==> src/rtl/regbank_pkg.sv <==
// rtl/regbank_pkg.sv - shared types and constants for the register bank arbiter
package regbank_pkg;

    typedef enum logic [1:0] {
        IDLE  = 2'd0,
        ISSUE = 2'd1,
        RESP  = 2'd2
    } state_t;

    localparam int ADDR_W_DEF = 8;
    localparam int DATA_W_DEF = 8;

    localparam logic HOST_I2C = 1'b0;
    localparam logic HOST_SPI = 1'b1;

endpackage

==> src/rtl/txn_timer.sv <==
// rtl/txn_timer.sv - loadable up-counter that flags the last allowed ISSUE cycle
module txn_timer #(
    parameter int TIMEOUT = 15
) (
    input  logic clk,
    input  logic rst,
    input  logic load,
    input  logic en,
    output logic expire
);

    localparam int CW = (TIMEOUT < 2) ? 1 : $clog2(TIMEOUT + 1);

    logic [CW-1:0] cnt;

    always_ff @(posedge clk) begin
        if (rst || load) begin
            cnt <= '0;
        end else if (en) begin
            cnt <= cnt + 1'b1;
        end
    end

    // cnt holds the number of completed ISSUE cycles, so the TIMEOUT-th cycle sees TIMEOUT-1
    generate
        if (TIMEOUT == 0) begin : g_off
            assign expire = 1'b0;
        end else begin : g_on
            assign expire = en && (cnt == CW'(TIMEOUT - 1));
        end
    endgenerate

endmodule

==> src/rtl/regbank_arbiter.sv <==
// rtl/regbank_arbiter.sv - round-robin arbiter sharing one register bank between two hosts
module regbank_arbiter
    import regbank_pkg::*;
#(
    parameter int ADDR_W  = ADDR_W_DEF,
    parameter int DATA_W  = DATA_W_DEF,
    parameter int TIMEOUT = 15
) (
    input  logic              clk,
    input  logic              rst,
    input  logic              h0_req,
    input  logic              h0_we,
    input  logic [ADDR_W-1:0] h0_addr,
    input  logic [DATA_W-1:0] h0_wdata,
    output logic              h0_ack,
    output logic [DATA_W-1:0] h0_rdata,
    output logic              h0_err,
    input  logic              h1_req,
    input  logic              h1_we,
    input  logic [ADDR_W-1:0] h1_addr,
    input  logic [DATA_W-1:0] h1_wdata,
    output logic              h1_ack,
    output logic [DATA_W-1:0] h1_rdata,
    output logic              h1_err,
    output logic              t_req,
    output logic              t_we,
    output logic [ADDR_W-1:0] t_addr,
    output logic [DATA_W-1:0] t_wdata,
    input  logic              t_ack,
    input  logic [DATA_W-1:0] t_rdata,
    output logic              busy,
    output logic              last_grant,
    output logic [7:0]        timeout_cnt
);

    state_t            state;
    state_t            state_next;
    logic              pick;
    logic              grant;
    logic              expire;
    logic              grant_now;
    logic              finish;
    logic              resp_err;
    logic [DATA_W-1:0] resp_data;

    txn_timer #(.TIMEOUT(TIMEOUT)) u_timer (
        .clk    (clk),
        .rst    (rst),
        .load   (state == IDLE),
        .en     (state == ISSUE),
        .expire (expire)
    );

    always_ff @(posedge clk) begin
        if (rst) begin
            state <= IDLE;
        end else begin
            state <= state_next;
        end
    end

    // On a tie the host that did not win last time goes first
    always_comb begin
        state_next = state;
        pick       = HOST_I2C;
        case (state)
            IDLE: begin
                if (h0_req && h1_req) begin
                    pick       = ~last_grant;
                    state_next = ISSUE;
                end else if (h0_req) begin
                    pick       = HOST_I2C;
                    state_next = ISSUE;
                end else if (h1_req) begin
                    pick       = HOST_SPI;
                    state_next = ISSUE;
                end
            end
            ISSUE: begin
                if (t_ack || expire) begin
                    state_next = RESP;
                end
            end
            RESP:    state_next = IDLE;
            default: state_next = IDLE;
        endcase
    end

    assign grant_now = (state == IDLE) && (state_next == ISSUE);
    assign finish    = (state == ISSUE) && (state_next == RESP);
    assign resp_err  = !t_ack;
    assign resp_data = (t_ack && !t_we) ? t_rdata : '0;

    always_ff @(posedge clk) begin
        if (rst) begin
            grant       <= HOST_I2C;
            last_grant  <= HOST_SPI;
            t_req       <= 1'b0;
            t_we        <= 1'b0;
            t_addr      <= '0;
            t_wdata     <= '0;
            h0_ack      <= 1'b0;
            h0_rdata    <= '0;
            h0_err      <= 1'b0;
            h1_ack      <= 1'b0;
            h1_rdata    <= '0;
            h1_err      <= 1'b0;
            busy        <= 1'b0;
            timeout_cnt <= 8'd0;
        end else begin
            busy   <= (state_next != IDLE);
            t_req  <= (state_next == ISSUE);
            h0_ack <= 1'b0;
            h1_ack <= 1'b0;
            if (grant_now) begin
                grant      <= pick;
                last_grant <= pick;
                t_we       <= pick ? h1_we    : h0_we;
                t_addr     <= pick ? h1_addr  : h0_addr;
                t_wdata    <= pick ? h1_wdata : h0_wdata;
            end
            if (finish) begin
                if (grant == HOST_I2C) begin
                    h0_ack   <= 1'b1;
                    h0_rdata <= resp_data;
                    h0_err   <= resp_err;
                end else begin
                    h1_ack   <= 1'b1;
                    h1_rdata <= resp_data;
                    h1_err   <= resp_err;
                end
                if (resp_err && (timeout_cnt != 8'hFF)) begin
                    timeout_cnt <= timeout_cnt + 8'd1;
                end
            end
        end
    end

endmodule

==> config.mk <==
export PLATFORM = sky130hd
export DESIGN_NAME = regbank_arbiter
export DESIGN_NICKNAME = d
export VERILOG_FILES = /design/src/rtl/regbank_pkg.sv /design/src/rtl/txn_timer.sv /design/src/rtl/regbank_arbiter.sv
export SDC_FILE = /design/constraint.sdc
export NUM_CORES = 1
export LEC_CHECK = 0
export CELL_PAD_IN_SITES_DETAIL_PLACEMENT = 0
export CELL_PAD_IN_SITES_GLOBAL_PLACEMENT = 1
export CORE_ASPECT_RATIO = 1.5
export CORE_MARGIN = 2
export CORE_UTILIZATION = 32
export DETAILED_ROUTE_END_ITERATION = 16
export PLACE_DENSITY_LB_ADDON = 0.1
export SLEW_MARGIN = 10
export SYNTH_ARGS = -nofsm -noshare
export SYNTH_HDL_FRONTEND = slang
export SYNTH_HIERARCHICAL = 1
export SYNTH_SLANG_ARGS = --single-unit
==> constraint.sdc <==
create_clock -name clk -period 4 [get_ports clk]
set_clock_uncertainty 0.2 [all_clocks]
set_input_delay 0.4 -clock clk [delete_from_list [all_inputs] [get_ports clk]]
set_output_delay 0.4 -clock clk [all_outputs]
set_load 0.03 [all_outputs]
==> flow_summary.toml <==
[floorplan]
start_util = 0.331
rows = 37
die_y_um = 107
io_pins = 95
die_w_um = 72.8
die_area_um2 = 7800
core_area_um2 = 6850

[cts]
clockBufferDepth = 2
htree_num_levels = 2
cts.sinks = 55
cts_root_buffer = "clkbuf_8"
cts.repair.resized = 0
numCtsBuffers = 5
post_cts_buffers = 0
cts_tree = "built"
cts.clk_slew.worst_paths_ns = 0.09
insertion_delay_ns = 0.30
cts_hold_buf = 0

[worst_setup_path]
cp_max_fo = 9
required_ns = 4.03
worstSetupStartpointType = "flip-flop"
crit_path_end_kind = "flip-flop"
arrival_ns = 2.63
path_class = "reg2reg"

[cells_and_area]
final_cells = 428
nFillCells = 684
final_util = 0.481
diodes = 0
multi_input_area_um2 = 1070
area_growth_pct = 45.1
final_area_um2 = 3290
fin_nets = 399
drive_gt1_frac = 0.0429
seqCellArea_um2 = 1100

[global_route]
grt_pass1_vias = 1994
track_usage = 0.150
grt_max_degree = 57
grt_antenna_before_repair = 0
grt.overflow.total = 0
grt_first_pass_wirelength_mm = 9.23

[yosys]
yosys.cell_types.count = 38
yosysTopAreaCell = "dfxtp_1"
avgSynthCellArea_um2 = 8.53
synth_top_cells_by_area = "dfxtp_1 (49%), nand2_1 (9.1%), a311oi_1 (6.6%), a21oi_1 (6.0%), nand3_1 (4.6%)"
yosysWarnings = 6
synth_area_um2 = 2270
yosys_register_bits = 55
synth_seq_area_share = 0.485
synthCells = 266
mappedNetlistNets = 316
netlist.area_leader.share = 0.485

[sta]
hold_viol = 0
post-route-period-util = 0.651
fin_setup_tns_ns = 0
setup_viol = 0
worst_slew_pin_slew_ns = 1.09
relSlewSlack = 0.272
finalMaxSlewViolations = 0
grt_setup_unrepaired = "no"
layout_setup_ws_ns = 1.40
fmax_mhz = 384
period_needed_ns = 2.60

[placement]
dp.final_hpwl_mm = 3.95
place_inst = 420
numPortBuffers = 94
gp_congestion = 0.677
place_area_um2 = 3210
place_ws_ns = 1.42

[detailed_routing]
wl_met3_um = 337
drt_first_pass_iters = 4
highest_layer = "met4"
num_vias = 2143
routedWlPerCell_um = 13.4
drc = 0
wl_met2_mm = 2.77
drt-initial-drc-count = 104
ant_nets = 0
wl_met1_mm = 2.50
finalWirelength_mm = 5.74
routed_via_density = 5.01

[worst_hold_path]
hold_path_class = "reg2reg"

[power]
p_leak_nw = 1.16
power.density_nw_per_um2 = 351
irDropWorstVdd_mv = 0.169

[run]
cap_violations = 0

[status]
status = "complete, no violations"
==> through the flow <==
step	power (mW)	hold WS (ns)
after detailed placement	0.875	0.252
after floorplan	0.757	0.273
after CTS	1.18	0.266
after global placement	0.874	0.244
final	1.15	0.261
after global routing	1.22	0.287
==> cells in the final DEF, fill, tap and decap left out, drive strengths merged <==
cell / n
a2111oi: 1
a211oi: 3
a21bo: 1
a21oi: 27
a311oi: 17
and3: 1
and4: 1
buf: 1
clkbuf: 7
clkdlybuf4s50: 93
clkinv: 1
dfxtp: 55
ha: 3
inv: 3
mux2: 1
mux2i: 1
nand2: 55
nand2b: 1
nand3: 21
nand3b: 2
nand4: 2
nand4bb: 1
nor2: 27
nor2b: 1
nor3: 4
nor3b: 2
o21a: 1
o21ai: 4
o21bai: 1
o31ai: 3
or3: 4
or4: 3
xnor2: 1
xor2: 1
==> Yosys cell counts <==
cell / number
o21ai_0: 4
nand2_1: 55
a211oi_1: 3
nor2b_1: 1
nand4_1: 1
or4_1: 3
nor2_2: 1
xnor2_1: 1
a311oi_1: 17
nor2_1: 26
or3_1: 4
nand3_1: 21
nand3b_1: 2
o31ai_1: 3
buf_1: 1
nor3_1: 3
xor2_1: 1
and3_1: 1
dfxtp_1: 55
nor3_4: 1
nor3b_4: 1
a21oi_1: 27
o21a_1: 1
buf_6: 2
nor3b_1: 1
buf_2: 7
inv_1: 3
and4_2: 1
o21bai_4: 1
nand4_2: 1
ha_1: 3
mux2i_1: 1
nand4bb_1: 1
a2111oi_1: 1
a21bo_2: 1
clkbuf_1: 8
mux2_2: 1
nand2b_1: 1
==> state kept, by name (all words and copies together) (netlist names) <==
register and count:
busy 1, grant 1, h0_ack 1, h0_err 1, h0_rdata 8, h1_ack 1
h1_err 1, h1_rdata 8, last_grant 1, state 2, t_addr 8, t_req 1
t_wdata 8, t_we 1, timeout_cnt 8, u_timer/cnt 4
==> area by class of cell <==
cell class,instances,area share
inverter,3,0.00342
clock inverter,1,0.00152
timing repair buffer,94,0.284
multi-input combinational,190,0.324
tap,78,0.0296
sequential,55,0.334
clock buffer,7,0.0232
==> layer usage <==
layer,vias up,global-route usage
li1,1101,-
met1,957,0.175
met2,74,0.251
met3,11,0.0414
met4,0,0.0648
met5,-,0
==> power breakdown <==
part / internal [mW] / total (mW) / switching [mW]
Clock: 0.123 / 0.295 / 0.172
Combinational: 0.116 / 0.263 / 0.147
Sequential: 0.578 / 0.596 / 0.0181
Total: 0.818 / 1.15 / 0.337
==> critical path, stage by stage, from the launching register on <==
cell and delay (ns):
dfxtp_1 0.38, nand2b_1 0.34, inv_1 0.23, and4_2 0.28
nor2_1 0.43, nand3b_1 0.42, nand2_1 0.10, a21oi_1 0.15
==> worst paths after layout <==
path         slack, ns  cells after the start                      from                        to
min               0.26                      2  h0_rdata[6]$_SDFFE_PP0P_  h0_rdata[6]$_SDFFE_PP0P_
min reg2reg       0.26                      2  h0_rdata[6]$_SDFFE_PP0P_  h0_rdata[6]$_SDFFE_PP0P_
max               1.40                      7       state[1]$_SDFF_PP0_  h1_rdata[3]$_SDFFE_PP0P_
max reg2reg       1.40                      7       state[1]$_SDFF_PP0_  h1_rdata[3]$_SDFFE_PP0P_
==> cells by family after synthesis <==
group / Yosys count / synth area share
simple gates: 125 / 0.262
buf+inv: 21 / 0.0452
fa+ha+maj: 3 / 0.0165
xor+xnor: 2 / 0.00772
compound gates: 58 / 0.174
flops: 55 / 0.485
mux: 2 / 0.00937
Note: power is estimated with default switching activity, not from simulation.
